==> src/rtl/ddr2_cmd_issue_if.sv <==
// Scheduler-to-issue request bundle: one abstract DDR2 command per cycle.
// Valid/ready handshake; the command issues when valid & ready.
interface ddr2_cmd_issue_if;
  logic        req_valid;
  logic        req_ready;
  logic [2:0]  req_cmd;
  logic [1:0]  req_ba;
  logic [14:0] req_addr;

  modport master (
    output req_valid, req_cmd, req_ba, req_addr,
    input  req_ready
  );

  modport slave (
    input  req_valid, req_cmd, req_ba, req_addr,
    output req_ready
  );
endinterface

==> src/rtl/ddr2_cmd_issue.sv <==
// DDR2 command-issue stage: JEDEC timing gates, open-bank tracking, registered pins.
// Optional DDR2_CMD_ERR_EN: illegal requests are accepted, dropped, and flagged on cmd_err.
module ddr2_cmd_issue #(
  parameter int T_RCD = 4,
  parameter int T_RP  = 4,
  parameter int T_RAS = 12,
  parameter int T_RRD = 3,
  parameter int T_RFC = 51,
  parameter int T_MRD = 2,
  parameter int T_CCD = 2
) (
  input  logic        clk,
  input  logic        rst_n,
  input  logic        cke_en,
  ddr2_cmd_issue_if.slave req,
  output logic        cke,
  output logic        cs_n,
  output logic        ras_n,
  output logic        cas_n,
  output logic        we_n,
  output logic [1:0]  ba,
  output logic [14:0] addr,
  output logic [3:0]  bank_open
`ifdef DDR2_CMD_ERR_EN
  ,
  output logic        cmd_err
`endif
);

  typedef enum logic [2:0] {
    C_NOP, C_ACT, C_RD, C_WR, C_PRE, C_PREA, C_REF, C_MRS
  } cmd_e;

  typedef logic [5:0] tmr_t;

  localparam tmr_t RCD_L = tmr_t'(T_RCD - 1);
  localparam tmr_t RP_L  = tmr_t'(T_RP - 1);
  localparam tmr_t RAS_L = tmr_t'(T_RAS - 1);
  localparam tmr_t RRD_L = tmr_t'(T_RRD - 1);
  localparam tmr_t RFC_L = tmr_t'(T_RFC - 1);
  localparam tmr_t MRD_L = tmr_t'(T_MRD - 1);
  localparam tmr_t CCD_L = tmr_t'(T_CCD - 1);

  tmr_t rcd [4];
  tmr_t rp  [4];
  tmr_t ras [4];
  tmr_t rrd, ccd, busy;

  cmd_e       cmd;
  logic [1:0] rb;
  logic       open_b, any_open, busy0;
  logic       rp_all0, ras_all0;
  logic       ok, illegal, fire;

  assign cmd      = cmd_e'(req.req_cmd);
  assign rb       = req.req_ba;
  assign open_b   = bank_open[rb];
  assign any_open = |bank_open;
  assign busy0    = (busy == '0);

  function automatic tmr_t dec(tmr_t t);
    return (t == '0) ? '0 : t - 1'b1;
  endfunction

  always_comb begin
    rp_all0  = 1'b1;
    ras_all0 = 1'b1;
    for (int b = 0; b < 4; b++) begin
      if (rp[b] != '0) rp_all0 = 1'b0;
      if (bank_open[b] && ras[b] != '0) ras_all0 = 1'b0;
    end
  end

  always_comb begin
    ok      = 1'b0;
    illegal = 1'b0;
    unique case (1'b1)
      (cmd == C_NOP): ok = 1'b1;
      (cmd == C_ACT): begin
        ok = !open_b && rp[rb] == '0 && rrd == '0 && busy0;
        illegal = open_b;
      end
      (cmd == C_RD), (cmd == C_WR): begin
        ok = open_b && rcd[rb] == '0 && ccd == '0 && busy0;
        illegal = !open_b;
      end
      (cmd == C_PRE):  ok = (!open_b || ras[rb] == '0) && busy0;
      (cmd == C_PREA): ok = ras_all0 && busy0;
      (cmd == C_REF), (cmd == C_MRS): begin
        ok = !any_open && rp_all0 && busy0;
        illegal = any_open;
      end
      default: ;
    endcase
  end

`ifdef DDR2_CMD_ERR_EN
  assign req.req_ready = cke & (ok | illegal);
`else
  assign req.req_ready = cke & ok;
`endif

  assign fire = req.req_valid & req.req_ready & ~illegal & (cmd != C_NOP);

  // Reload wins over decrement: the later NBA in this block overrides.
  always_ff @(posedge clk or negedge rst_n) begin
    if (!rst_n) begin
      rcd       <= '{default: '0};
      rp        <= '{default: '0};
      ras       <= '{default: '0};
      rrd       <= '0;
      ccd       <= '0;
      busy      <= '0;
      bank_open <= '0;
    end else begin
      for (int b = 0; b < 4; b++) begin
        rcd[b] <= dec(rcd[b]);
        rp[b]  <= dec(rp[b]);
        ras[b] <= dec(ras[b]);
      end
      rrd  <= dec(rrd);
      ccd  <= dec(ccd);
      busy <= dec(busy);
      if (fire) begin
        unique case (1'b1)
          (cmd == C_ACT): begin
            rcd[rb]       <= RCD_L;
            ras[rb]       <= RAS_L;
            rrd           <= RRD_L;
            bank_open[rb] <= 1'b1;
          end
          (cmd == C_RD), (cmd == C_WR): ccd <= CCD_L;
          (cmd == C_PRE): begin
            rp[rb]        <= RP_L;
            bank_open[rb] <= 1'b0;
          end
          (cmd == C_PREA): begin
            rp        <= '{default: RP_L};
            bank_open <= '0;
          end
          (cmd == C_REF): busy <= RFC_L;
          (cmd == C_MRS): busy <= MRD_L;
          default: ;
        endcase
      end
    end
  end

  always_ff @(posedge clk or negedge rst_n) begin
    if (!rst_n) begin
      cke   <= 1'b0;
      cs_n  <= 1'b1;
      ras_n <= 1'b1;
      cas_n <= 1'b1;
      we_n  <= 1'b1;
      ba    <= '0;
      addr  <= '0;
    end else begin
      cke   <= cke_en;
      cs_n  <= 1'b0;
      ras_n <= 1'b1;
      cas_n <= 1'b1;
      we_n  <= 1'b1;
      if (fire) begin
        ba   <= rb;
        addr <= req.req_addr;
        unique case (1'b1)
          (cmd == C_ACT): {ras_n, cas_n, we_n} <= 3'b011;
          (cmd == C_RD): begin
            {ras_n, cas_n, we_n} <= 3'b101;
            addr[10] <= 1'b0;
          end
          (cmd == C_WR): begin
            {ras_n, cas_n, we_n} <= 3'b100;
            addr[10] <= 1'b0;
          end
          (cmd == C_PRE): begin
            {ras_n, cas_n, we_n} <= 3'b010;
            addr[10] <= 1'b0;
          end
          (cmd == C_PREA): begin
            {ras_n, cas_n, we_n} <= 3'b010;
            addr[10] <= 1'b1;
          end
          (cmd == C_REF): {ras_n, cas_n, we_n} <= 3'b001;
          (cmd == C_MRS): {ras_n, cas_n, we_n} <= 3'b000;
          default: ;
        endcase
      end
    end
  end

`ifdef DDR2_CMD_ERR_EN
  always_ff @(posedge clk or negedge rst_n) begin
    if (!rst_n) cmd_err <= 1'b0;
    else        cmd_err <= req.req_valid & req.req_ready & illegal;
  end
`endif

endmodule
==> src/flat_wrapper.sv <==
// flat-port wrapper written by rule: the top's interface ports become plain ports
module ddr2_cmd_issue_flat 
#(
  parameter int T_RCD = 4,
  parameter int T_RP  = 4,
  parameter int T_RAS = 12,
  parameter int T_RRD = 3,
  parameter int T_RFC = 51,
  parameter int T_MRD = 2,
  parameter int T_CCD = 2
)
  (clk, rst_n, cke_en, cke, cs_n, ras_n, cas_n, we_n, ba, addr, bank_open, req_req_valid, req_req_cmd, req_req_ba, req_req_addr, req_req_ready);
  ddr2_cmd_issue_if req_i ();
  input  logic clk;
  input  logic rst_n;
  input  logic cke_en;
  output logic cke;
  output logic cs_n;
  output logic ras_n;
  output logic cas_n;
  output logic we_n;
  output logic [1:0] ba;
  output logic [14:0] addr;
  output logic [3:0] bank_open;
  input wire logic [$bits(req_i.req_valid)-1:0] req_req_valid;
  input wire logic [$bits(req_i.req_cmd)-1:0] req_req_cmd;
  input wire logic [$bits(req_i.req_ba)-1:0] req_req_ba;
  input wire logic [$bits(req_i.req_addr)-1:0] req_req_addr;
  output wire logic [$bits(req_i.req_ready)-1:0] req_req_ready;
  assign req_i.req_valid = req_req_valid;
  assign req_i.req_cmd = req_req_cmd;
  assign req_i.req_ba = req_req_ba;
  assign req_i.req_addr = req_req_addr;
  assign req_req_ready = req_i.req_ready;
  ddr2_cmd_issue #(.T_RCD(T_RCD), .T_RP(T_RP), .T_RAS(T_RAS), .T_RRD(T_RRD), .T_RFC(T_RFC), .T_MRD(T_MRD), .T_CCD(T_CCD)) u_core (.clk(clk), .rst_n(rst_n), .cke_en(cke_en), .req(req_i), .cke(cke), .cs_n(cs_n), .ras_n(ras_n), .cas_n(cas_n), .we_n(we_n), .ba(ba), .addr(addr), .bank_open(bank_open));
endmodule
==> config.mk <==
export PLATFORM = sky130hd
export DESIGN_NAME = ddr2_cmd_issue_flat
export DESIGN_NICKNAME = d
export VERILOG_FILES = /design/src/rtl/ddr2_cmd_issue_if.sv /design/src/rtl/ddr2_cmd_issue.sv /design/src/flat_wrapper.sv
export SDC_FILE = /design/constraint.sdc
export NUM_CORES = 1
export LEC_CHECK = 0
export BUFFER_PORTS_ARGS = -buffer_cell sky130_fd_sc_hd__buf_2
export CAP_MARGIN = 20
export CORE_MARGIN = 2
export CORE_UTILIZATION = 45
export CTS_CLUSTER_DIAMETER = 150
export DETAILED_ROUTE_END_ITERATION = 10
export PLACE_DENSITY = 0.62
export SYNTH_ARGS = -nofsm -noshare
export SYNTH_HDL_FRONTEND = slang
export SYNTH_SLANG_ARGS = --single-unit
==> constraint.sdc <==
create_clock -name clk -period 2.45 [get_ports clk]
set_input_delay 0.1225 -clock clk [delete_from_list [all_inputs] [get_ports clk]]
set_output_delay 0.1225 -clock clk [all_outputs]
set_load 0.005 [all_outputs]
==> flow_metrics.env, run 1 <==
export IMPL_cts_max_path_buffers=2
export IMPL_violations="setup timing"
export IMPL_grt_overflow_total=0
export IMPL_ys_seq_area_share_pct=49.7
export IMPL_pwr_share_seq_pct=36.8
export IMPL_worstPathRequired_ns=2.74
export IMPL_nets=752
export IMPL_area_delta_synth_final_pct=29.4
export IMPL_synth_enable_flop_cells=0
export IMPL_insertedDiodeCount=0
export IMPL_grt_pass1_vias=4799
export IMPL_gp_congestion=0.860
export IMPL_synthXorXnorAreaFrac_pct=5.24
export IMPL_reg2reg_depth=7
export IMPL_cts_root_buf="clkbuf_16"
export IMPL_post_drt_wl_per_cell_um=14.9
export IMPL_drive_gt1_share_pct=26.8
export IMPL_netlist_area_um2=5860
export IMPL_synth_cell_types=56
export IMPL_synth_mux_area_share_pct=4.51
export IMPL_clock_skew_ns=0.00612
export IMPL_synth_async_reset_ratio_pct=100
export IMPL_die_area_um2=13900
export IMPL_die_y_um=118
export IMPL_powerDensity_nw_per_um2=1240
export IMPL_antenna_found_initial=0
export IMPL_arrival_ns=2.90
export IMPL_cts_max_level=4
export IMPL_reg2reg_setup_slack_ns=-0.15
export IMPL_syn_inst=567
export IMPL_irDropWorstVdd_uv=757
export IMPL_grt_max_degree=51
export IMPL_slew_headroom_pct=58.4
export IMPL_criticalPathCategory="reg2reg"
export IMPL_synth_ff_type="dfrtp_1"
export IMPL_yosys_area_share_simple_pct=20.2
export IMPL_final_common_cell="dfrtp_1"
export IMPL_hold_viol_final=0
export IMPL_synth_compound_area_share_pct=10.9
export IMPL_status="finished, violations left"
export IMPL_io_pins=51
export IMPL_placedCellCount=835
export IMPL_fin_crit_sh_pct=106
export IMPL_fin_ws_ns=-0.155
export IMPL_endpoint_kind="flop"
export IMPL_synth_top_family_by_area="simple AND/OR/NAND/NOR gates"
export IMPL_fin_util_pct=59.8
export IMPL_ys_warn_count=0
export IMPL_syn_nets=615
export IMPL_holdPathStages=2
export IMPL_drtIter0Drc=255
export IMPL_io_buffers=50
export IMPL_final_cell_mix="dfrtp_1, buf_4, nor2_1"
export IMPL_core_area_um2=12700
export IMPL_ys_ff_latch=116
export IMPL_start_util_pct=46.2
export IMPL_synthAdderAreaFrac_pct=5.13
export IMPL_clk_pin_slew_ns=0.05
export IMPL_drt_wl_total_um=13200
export IMPL_critPathMaxFanout=16
export IMPL_cts_tree="yes"
export IMPL_post_dp_hpwl_um=9220
export IMPL_antenna_left=0
export IMPL_hold_path_class="in2reg"
export IMPL_power_frac_clock_pct=25.4
export IMPL_start_kind="flop"
export IMPL_rsz0062_at_grt="yes"
export IMPL_die_w_um=118
export IMPL_fin_crit_ns=2.60
export IMPL_fmax_mhz=384
export IMPL_maxSlewViolCount=0
export IMPL_drtPass1Iterations=5
export IMPL_finalNonFillerCells=885
export IMPL_pwr_share_comb_pct=37.8
export IMPL_drc=0
export IMPL_p_sw_mw=3.15
export IMPL_max_cap_violations=0
export IMPL_tns_ns=-8.44
export IMPL_worst_pin_slew_ns=0.624
export IMPL_via_per_inst=5.25
export IMPL_p_int_mw=6.28
export IMPL_grt_pass1_wl_um=22300
export IMPL_syn_avg_cell_area_um2=10.3
export IMPL_cts_buffers=17
export IMPL_vias=4647
export IMPL_grt_usage_pct=20.1
export IMPL_switching_share_pct=33.4
export IMPL_place_ws_ns=-0.165
export IMPL_core_rowCount=41
export IMPL_setup_viol=93
export IMPL_p_leak_nw=3.59
export IMPL_clk_latency_ns=0.41
export IMPL_cts_sinks=116
metrics by stage:
step	power [mW]	hold WS, ns	cell area, um^2
2_1_floorplan	5.67	-0.173	5860
3_3_place_gp	6.70	0.171	6710
3_5_place_dp	6.90	0.178	6710
4_1_cts	9.42	0.0804	7490
5_1_grt	10.2	0.105	7580
6_report	9.43	0.101	7580
routing by layer:
layer	vias up	part of all wire, %	routed length [um]	global-route usage [%]
li1	2262	-	-	-
met1	2289	46	6000	25.0
met2	79	50	6560	33.1
met3	17	3.1	403	4.99
met4	0	1.6	214	8.51
met5	-	0	0	0
critical path: stages, from the launching register on:
cell and delay (ns):
dfrtp_1 0.37, or3_4 0.38, or4_1 0.40, a22o_1 0.25, o41ai_4 0.29, o211a_4 0.28, buf_12 0.16, mux2_2 0.34
cell usage after synthesis, drive strengths merged, types with 9 or more instances:
| cell | count | area [um^2] |
|---|---|---|
| nor4 | 10 | 62.6 |
| o21bai | 11 | 82.6 |
| inv | 38 | 143 |
| a21oi | 23 | 115 |
| mux2 | 17 | 191 |
| ha | 24 | 300 |
| a21o | 12 | 90.1 |
| xor2 | 15 | 131 |
| o21ai | 17 | 85.1 |
| xnor2 | 20 | 175 |
| nor3 | 55 | 275 |
| nor3b | 11 | 82.6 |
| nor2 | 53 | 199 |
| dfrtp | 112 | 2800 |
| clkbuf | 9 | 33.8 |
| nand2 | 33 | 124 |
power groups by stage:
stage | clock network (mW) | logic (mW) | registers, mW
after CTS | 2.45 | 3.53 | 3.45
after floorplan | 0 | 2.28 | 3.40
final | 2.40 | 3.57 | 3.47
after global routing | 2.54 | 4.06 | 3.59
after global placement | 0 | 3.29 | 3.42
after detailed placement | 0 | 3.46 | 3.44
area by class of cell:
type | count | area (um^2)
Clock inverter | 5 | 75.1
Fill cell | 1052 | 5090
Clock buffer | 23 | 498
Multi-Input combinational cell | 398 | 2790
Timing Repair Buffer | 133 | 951
Tap cell | 172 | 215
Inverter | 38 | 143
Sequential cell | 116 | 2910
path summary, 6_finish.rpt:
check	endpoint	startpoint
min reg2reg	u_core.rrd[0]	u_core.rrd[0]
max reg2reg	u_core.addr[9]	u_core.rp[10]
min in group asynchronous	u_core.rrd[3]	rst_n
max in group asynchronous	u_core.ccd[0]	rst_n
min	u_core.ccd[0]	req_req_cmd[2]
max	u_core.addr[9]	u_core.rp[10]
flip-flops by register name, indices dropped and copies added (netlist names):
signal / cells
u_core.addr: 15
u_core.ba: 2
u_core.bank_open: 4
u_core.busy: 6
u_core.cas_n: 1
u_core.ccd: 6
u_core.cke: 1
u_core.cs_n: 1
u_core.ras: 24
u_core.ras_n: 1
u_core.rcd: 24
u_core.rp: 24
u_core.rrd: 6
u_core.we_n: 1
timing repair:
action | 4_1_cts | 5_1_grt
buffers inserted | 1 | 3
cloned | 0 | 1
gates resized for setup | 4 | 14
setup endpoints to repair | 90 | 103
endpoints found under the hold margin | 59 | 0
hold buffers | 17 | 0
pin swaps | 1 | 9
kinds of logic (layout without fill, tap and decap cells):
logic type               count (synthesis)  count (layout)
AO/OA/AOI/OAI                           89              90
XOR/XNOR                                35              35
adder cells (fa/ha/maj)                 24              24
buffers and inverters                   54             199
flip-flops                             116             116
multiplexers                            23              23
other                                    1               1
AND/OR/NAND/NOR                        225             225
No activity file was read; power rests on OpenSTA's default activity.
==> run 2: changes to the inputs <==
--- a/config.mk
+++ b/config.mk
@@ -12,6 +12,8 @@
 export CTS_CLUSTER_DIAMETER = 150
 export DETAILED_ROUTE_END_ITERATION = 10
 export PLACE_DENSITY = 0.62
+export RECOVER_POWER = 50
+export SETUP_SLACK_MARGIN = 0.05
 export SYNTH_ARGS = -nofsm -noshare
 export SYNTH_HDL_FRONTEND = slang
 export SYNTH_SLANG_ARGS = --single-unit
==> flow_metrics.env, run 2 (synthesis results as in run 1) <==
export IMPL_criticalPathCategory="reg2reg"
export IMPL_grt_overflow_total=0
export IMPL_die_area_um2=13900
export IMPL_io_pins=51
export IMPL_die_y_um=118
export IMPL_drc=0
export IMPL_clk_pin_slew_ns=0.05
export IMPL_vias=4661
export IMPL_rsz0062_at_grt="yes"
export IMPL_place_ws_ns=-0.134
export IMPL_irDropWorstVdd_uv=766
export IMPL_max_cap_violations=0
export IMPL_fin_crit_ns=2.55
export IMPL_powerDensity_nw_per_um2=1220
export IMPL_fillCellCount=1107
export IMPL_post_drt_wl_per_cell_um=14.8
export IMPL_worstSetupStartpoint="u_core.rp[10]"
export IMPL_via_per_inst=5.24
export IMPL_cts_tree="yes"
export IMPL_final_cell_mix="dfrtp_1, buf_4, nor2_1"
export IMPL_core_area_um2=12700
export IMPL_insertedDiodeCount=0
export IMPL_maxSlewViolCount=0
export IMPL_worstPathRequired_ns=2.75
export IMPL_arrival_ns=2.86
export IMPL_grt_usage_pct=20.3
export IMPL_drtIter0Drc=207
export IMPL_violations="setup timing"
export IMPL_core_rowCount=41
export IMPL_start_kind="flop"
export IMPL_status="finished, violations left"
export IMPL_drtPass1Iterations=5
export IMPL_antenna_left=0
export IMPL_drive_gt1_share_pct=26.7
export IMPL_endpoint_kind="flop"
export IMPL_hold_start="req_req_cmd[2]"
export IMPL_clock_skew_ns=0.00717
export IMPL_cts_buffers=17
export IMPL_top_regs="u_core.ras x24, u_core.rcd x24, u_core.rp x24"
export IMPL_final_common_cell="dfrtp_1"
export IMPL_nets=753
export IMPL_fmax_mhz=392
export IMPL_setup_viol=77
export IMPL_drt_wl_total_um=13200
export IMPL_cts_max_path_buffers=2
export IMPL_hold_viol_final=0
export IMPL_finalNonFillerCells=890
export IMPL_grt_pass1_vias=4681
export IMPL_slew_headroom_pct=5.13
export IMPL_cts_sinks=116
export IMPL_post_dp_hpwl_um=9160
export IMPL_p_leak_nw=3.56
export IMPL_hold_path_class="in2reg"
export IMPL_grt_max_degree=56
export IMPL_die_w_um=118
export IMPL_grt_pass1_wl_um=22500
export IMPL_cts_max_level=4
export IMPL_area_delta_synth_final_pct=28.6
export IMPL_clk_latency_ns=0.42
export IMPL_fin_ws_ns=-0.103
export IMPL_cts_root_buf="clkbuf_16"
export IMPL_reg2reg_from="u_core.rp[10]"
export IMPL_start_util_pct=46.2
export IMPL_io_buffers=50
export IMPL_antenna_found_initial=0
export IMPL_worst_pin_slew_ns=1.42
export IMPL_placedCellCount=835
export IMPL_gp_congestion=0.814
export IMPL_critPathMaxFanout=18
export IMPL_fin_crit_sh_pct=104
run 2: cell count changes in the layout (fill, tap and decap cells not counted), moves of 2 or more:
cell / before / now
o21ai_1: 2 / 4
o21ai_0: 15 / 12
mux2_4: 3 / 1
buf_6: 2 / 0
clkbuf_1: 1 / 7
nor4_4: 2 / 0
mux2_2: 14 / 16
bufinv_16: 2 / 0
nor4_2: 0 / 3
and4_4: 4 / 7
run 2: path summary, 6_finish.rpt:
kind	endpoint	slack, ns	cells after the start
worst min register to register	u_core.rrd[0]	0.45	1
min in group asynchronous	u_core.rrd[5]	0.57	2
max in group asynchronous	u_core.ras[1]	0.32	3
worst max register to register	u_core.addr[6]	-0.10	7
worst min-delay path	u_core.ccd[0]	0.11	2
worst max-delay path	u_core.addr[6]	-0.10	7
run 2: layout make-up:
type	count	area [um^2]	area share, %
Sequential cell	116	2910	38.6
Multi-Input combinational cell	400	2800	37.1
Timing Repair Buffer	132	932	12.4
Clock buffer	28	517	6.86
Tap cell	172	215	2.86
Inverter	38	143	1.89
Clock inverter	4	20.0	0.266
run 2: critical path, stage by stage (launching register included):
cell and delay, ns:
dfrtp_1 0.36, or3_1 0.38, or4_1 0.41, a22o_1 0.25, o41ai_4 0.25, o211a_4 0.26
buf_12 0.16, mux2_2 0.35
run 2: stage by stage:
| stage | total power [mW] | hold WS, ns | setup TNS (ns) | area, um^2 | utilization, % |
|---|---|---|---|---|---|
| 2_1_floorplan | 5.70 | -0.173 | -0.211 | 5880 | - |
| 4_1_cts | 9.24 | 0.0921 | -5.44 | 7520 | 59.3 |
| 6_report | 9.22 | 0.106 | -3.94 | 7530 | 59.4 |
| 3_5_place_dp | 6.92 | 0.0596 | -6.82 | 6740 | 53.2 |
| 3_3_place_gp | 6.74 | 0.0524 | -3.91 | 6740 | 53.2 |
| 5_1_grt | 10.0 | 0.103 | -18.25 | 7530 | 59.4 |
run 2: power breakdown:
group / internal (mW) / switching, mW
combinational: 1.86 / 1.66
sequential: 2.81 / 0.668
clock: 1.42 / 0.812
run 2: timing repair:
action	CTS	global route
pin swaps	4	0
setup endpoints to repair	97	103
hold buffers	17	0
cloned	3	0
resized for setup	11	6
endpoints found under the hold margin	45	0
buffers inserted	3	0
run 2: per-layer routing:
layer	track usage (%)	share of wire, %	up-vias
li1	-	-	2272
met1	26.4	45	2268
met2	32.8	48	100
met3	5.38	4.8	21
met4	6.93	1.7	0
met5	0	0	-
==> run 3: changes to the inputs <==
--- a/config.mk
+++ b/config.mk
@@ -8,10 +8,11 @@
 export BUFFER_PORTS_ARGS = -buffer_cell sky130_fd_sc_hd__buf_2
 export CAP_MARGIN = 20
 export CORE_MARGIN = 2
-export CORE_UTILIZATION = 45
+export CORE_UTILIZATION = 36
 export CTS_CLUSTER_DIAMETER = 150
+export CTS_CLUSTER_SIZE = 28
 export DETAILED_ROUTE_END_ITERATION = 10
-export PLACE_DENSITY = 0.62
+export PLACE_DENSITY = 0.5
 export RECOVER_POWER = 50
 export SETUP_SLACK_MARGIN = 0.05
 export SYNTH_ARGS = -nofsm -noshare
==> constraint.sdc (replaced) <==
create_clock -name clk -period 3.2 [get_ports clk]
set_input_delay 0.16 -clock clk [delete_from_list [all_inputs] [get_ports clk]]
set_output_delay 0.16 -clock clk [all_outputs]
set_load 0.005 [all_outputs]
==> flow_metrics.env, run 3 (synthesis results as in run 1) <==
export IMPL_finalInstanceArea_um2=7180
export IMPL_cts_resized=0
export IMPL_criticalPathCategory="reg2reg"
export IMPL_cp_slowest_cell="o211a_4"
export IMPL_regArea_um2=2910
export IMPL_rsz0062_at_grt="no"
export IMPL_die_w_um=132
export IMPL_core_rowCount=46
export IMPL_hold_viol_final=0
export IMPL_clk_latency_ns=0.42
export IMPL_grt_usage_pct=15.7
export IMPL_grt_pass1_vias=4384
export IMPL_placed_cell_area_um2=6390
export IMPL_powerDensity_nw_per_um2=981
export IMPL_path_buf_inv=1
export IMPL_cts_tree="yes"
export IMPL_cts_max_path_buffers=2
export IMPL_cts_max_level=4
export IMPL_drtPass1Iterations=4
export IMPL_reg2reg_from="u_core.rp[8]"
export IMPL_violations="capacitance limit, slew limit"
export IMPL_fin_crit_sh_pct=92.9
export IMPL_cp_top_family="compound AO/OA/AOI/OAI gates"
export IMPL_cts_root_buf="clkbuf_16"
export IMPL_clock_skew_ns=0.0176
export IMPL_drive_gt1_share_pct=17.2
export IMPL_grt_max_degree=68
export IMPL_post_dp_hpwl_um=8810
export IMPL_final_cell_mix="dfrtp_1, nor3_1, nor2_1"
export IMPL_cts_sinks=116
export IMPL_grt_overflow_total=0
export IMPL_worstSetupEndpoint="u_core.addr[1]"
export IMPL_hold_path_class="in2reg"
export IMPL_core_area_um2=15900
export IMPL_multiInputGateArea_um2=2700
export IMPL_die_area_um2=17300
export IMPL_timing_rr_end="u_core.addr[1]"
export IMPL_cts_buffers=17
export IMPL_start_kind="flop"
export IMPL_drc=0
export IMPL_grt_pass1_wl_um=21700
export IMPL_drt_wl_total_um=12700
export IMPL_antenna_found_initial=0
export IMPL_max_cap_violations=1
export IMPL_arrival_ns=3.27
export IMPL_cp_cell_sequence="or3_1 -> or4_1 -> a22o_1 -> o41ai_4 -> o211a_4 -> buf_12 -> mux2_2"
export IMPL_endpoint_kind="flop"
export IMPL_io_pins=51
export IMPL_vias=4311
export IMPL_p_leak_nw=3.27
export IMPL_reg2reg_setup_slack_ns=0.23
export IMPL_final_common_cell="dfrtp_1"
export IMPL_fmax_mhz=336
export IMPL_whs_ns=0.0563
export IMPL_via_per_inst=4.91
export IMPL_area_delta_synth_final_pct=22.7
export IMPL_die_y_um=132
export IMPL_reg2reg_depth=7
export IMPL_post_drt_wl_per_cell_um=14.5
export IMPL_fin_crit_ns=2.97
export IMPL_io_buffers=50
export IMPL_critPathMaxFanout=22
export IMPL_setup_viol=0
export IMPL_drtIter0Drc=164
export IMPL_maxSlewViolCount=67
export IMPL_worstPathRequired_ns=3.49
export IMPL_top_regs="u_core.ras x24, u_core.rcd x24, u_core.rp x24"
export IMPL_worstSetupStartpoint="u_core.rp[8]"
export IMPL_slew_headroom_pct=-13.4
export IMPL_finalNonFillerCells=878
export IMPL_status="finished, violations left"
export IMPL_tns_ns=0
export IMPL_irDropWorstVdd_uv=474
export IMPL_max_stage_delay_ns=0.43
export IMPL_insertedDiodeCount=0
export IMPL_nets=697
export IMPL_start_util_pct=36.9
export IMPL_cp_depth=7
export IMPL_fillCellCount=1517
export IMPL_antenna_left=0
export IMPL_worst_pin_slew_ns=1.70
export IMPL_placedCellCount=830
export IMPL_gp_congestion=0.797
export IMPL_clk_pin_slew_ns=0.05
[run 3: cell types whose count changed in the layout (fill, tap and decap cells not counted), sizes merged]
| cell | delta |
|---|---|
| clkinvlp | +2 |
| dlygate4sd3 | -1 |
| inv | +1 |
| buf | -67 |
| and4 | -3 |
| bufinv | +5 |
| clkbuf | +7 |
[run 3: how the worst min path moves through the flow]
stage | endpoint | cells after the start | startpoint | slack (ns)
CTS | u_core.cas_n | 2 | req_req_cmd[1] | 0.05
floorplan | u_core.addr[0] | 0 | rst_n | -0.14
global route | u_core.cas_n | 2 | req_req_cmd[1] | 0.06
finish | u_core.cas_n | 2 | req_req_cmd[1] | 0.06
detailed placement | u_core.cke | 1 | cke_en | 0.27
global placement | u_core.cke | 1 | cke_en | 0.27
[run 3: per-stage QoR]
step | total power [mW] | utilization [%] | worst slack (ns)
2_1_floorplan | 4.34 | - | 0.529
3_3_place_gp | 4.87 | 40.2 | 0.282
3_5_place_dp | 4.97 | 40.2 | 0.238
4_1_cts | 7.14 | 45.4 | 0.226
5_1_grt | 7.63 | 45.2 | 0.114
6_report | 7.05 | 45.2 | 0.228
[run 3: worst reg2reg max path, delay by kind of cell, from the launching register on]
| kind | cells | cell delay [ns] |
|---|---|---|
| compound gates | 3 | 1.10 |
| buf+inv | 1 | 0.19 |
| flops | 1 | 0.40 |
| mux | 1 | 0.34 |
| simple gates | 2 | 0.83 |
[run 3: timing repair]
| item | 4_1_cts | 5_1_grt |
|---|---|---|
| hold buffers | 16 | 0 |
| buffers inserted | 0 | 0 |
| hold endpoints to repair | 77 | 0 |
[run 3: where the power goes]
part | switching, mW | internal [mW] | total, mW
logic | 1.11 | 1.12 | 2.23
registers | 0.558 | 2.15 | 2.71
clock network | 0.687 | 1.42 | 2.11
[run 3: final cells by class]
class | count | share of cell area, %
timing repair buffer | 79 | 7.09
tap | 216 | 3.76
clock buffer | 20 | 6.36
sequential | 116 | 40.5
clock inverter | 12 | 2.80
inverter | 38 | 1.99
multi-input combinational | 397 | 37.5
[run 3: metal layers]
layer	part of all wire, %	vias to the layer above	track usage [%]
met2	47	83	24.6
li1	-	2148	-
met5	0	-	0
met1	47	2073	20.6
met3	5.3	7	5.44
met4	0.70	0	4.71
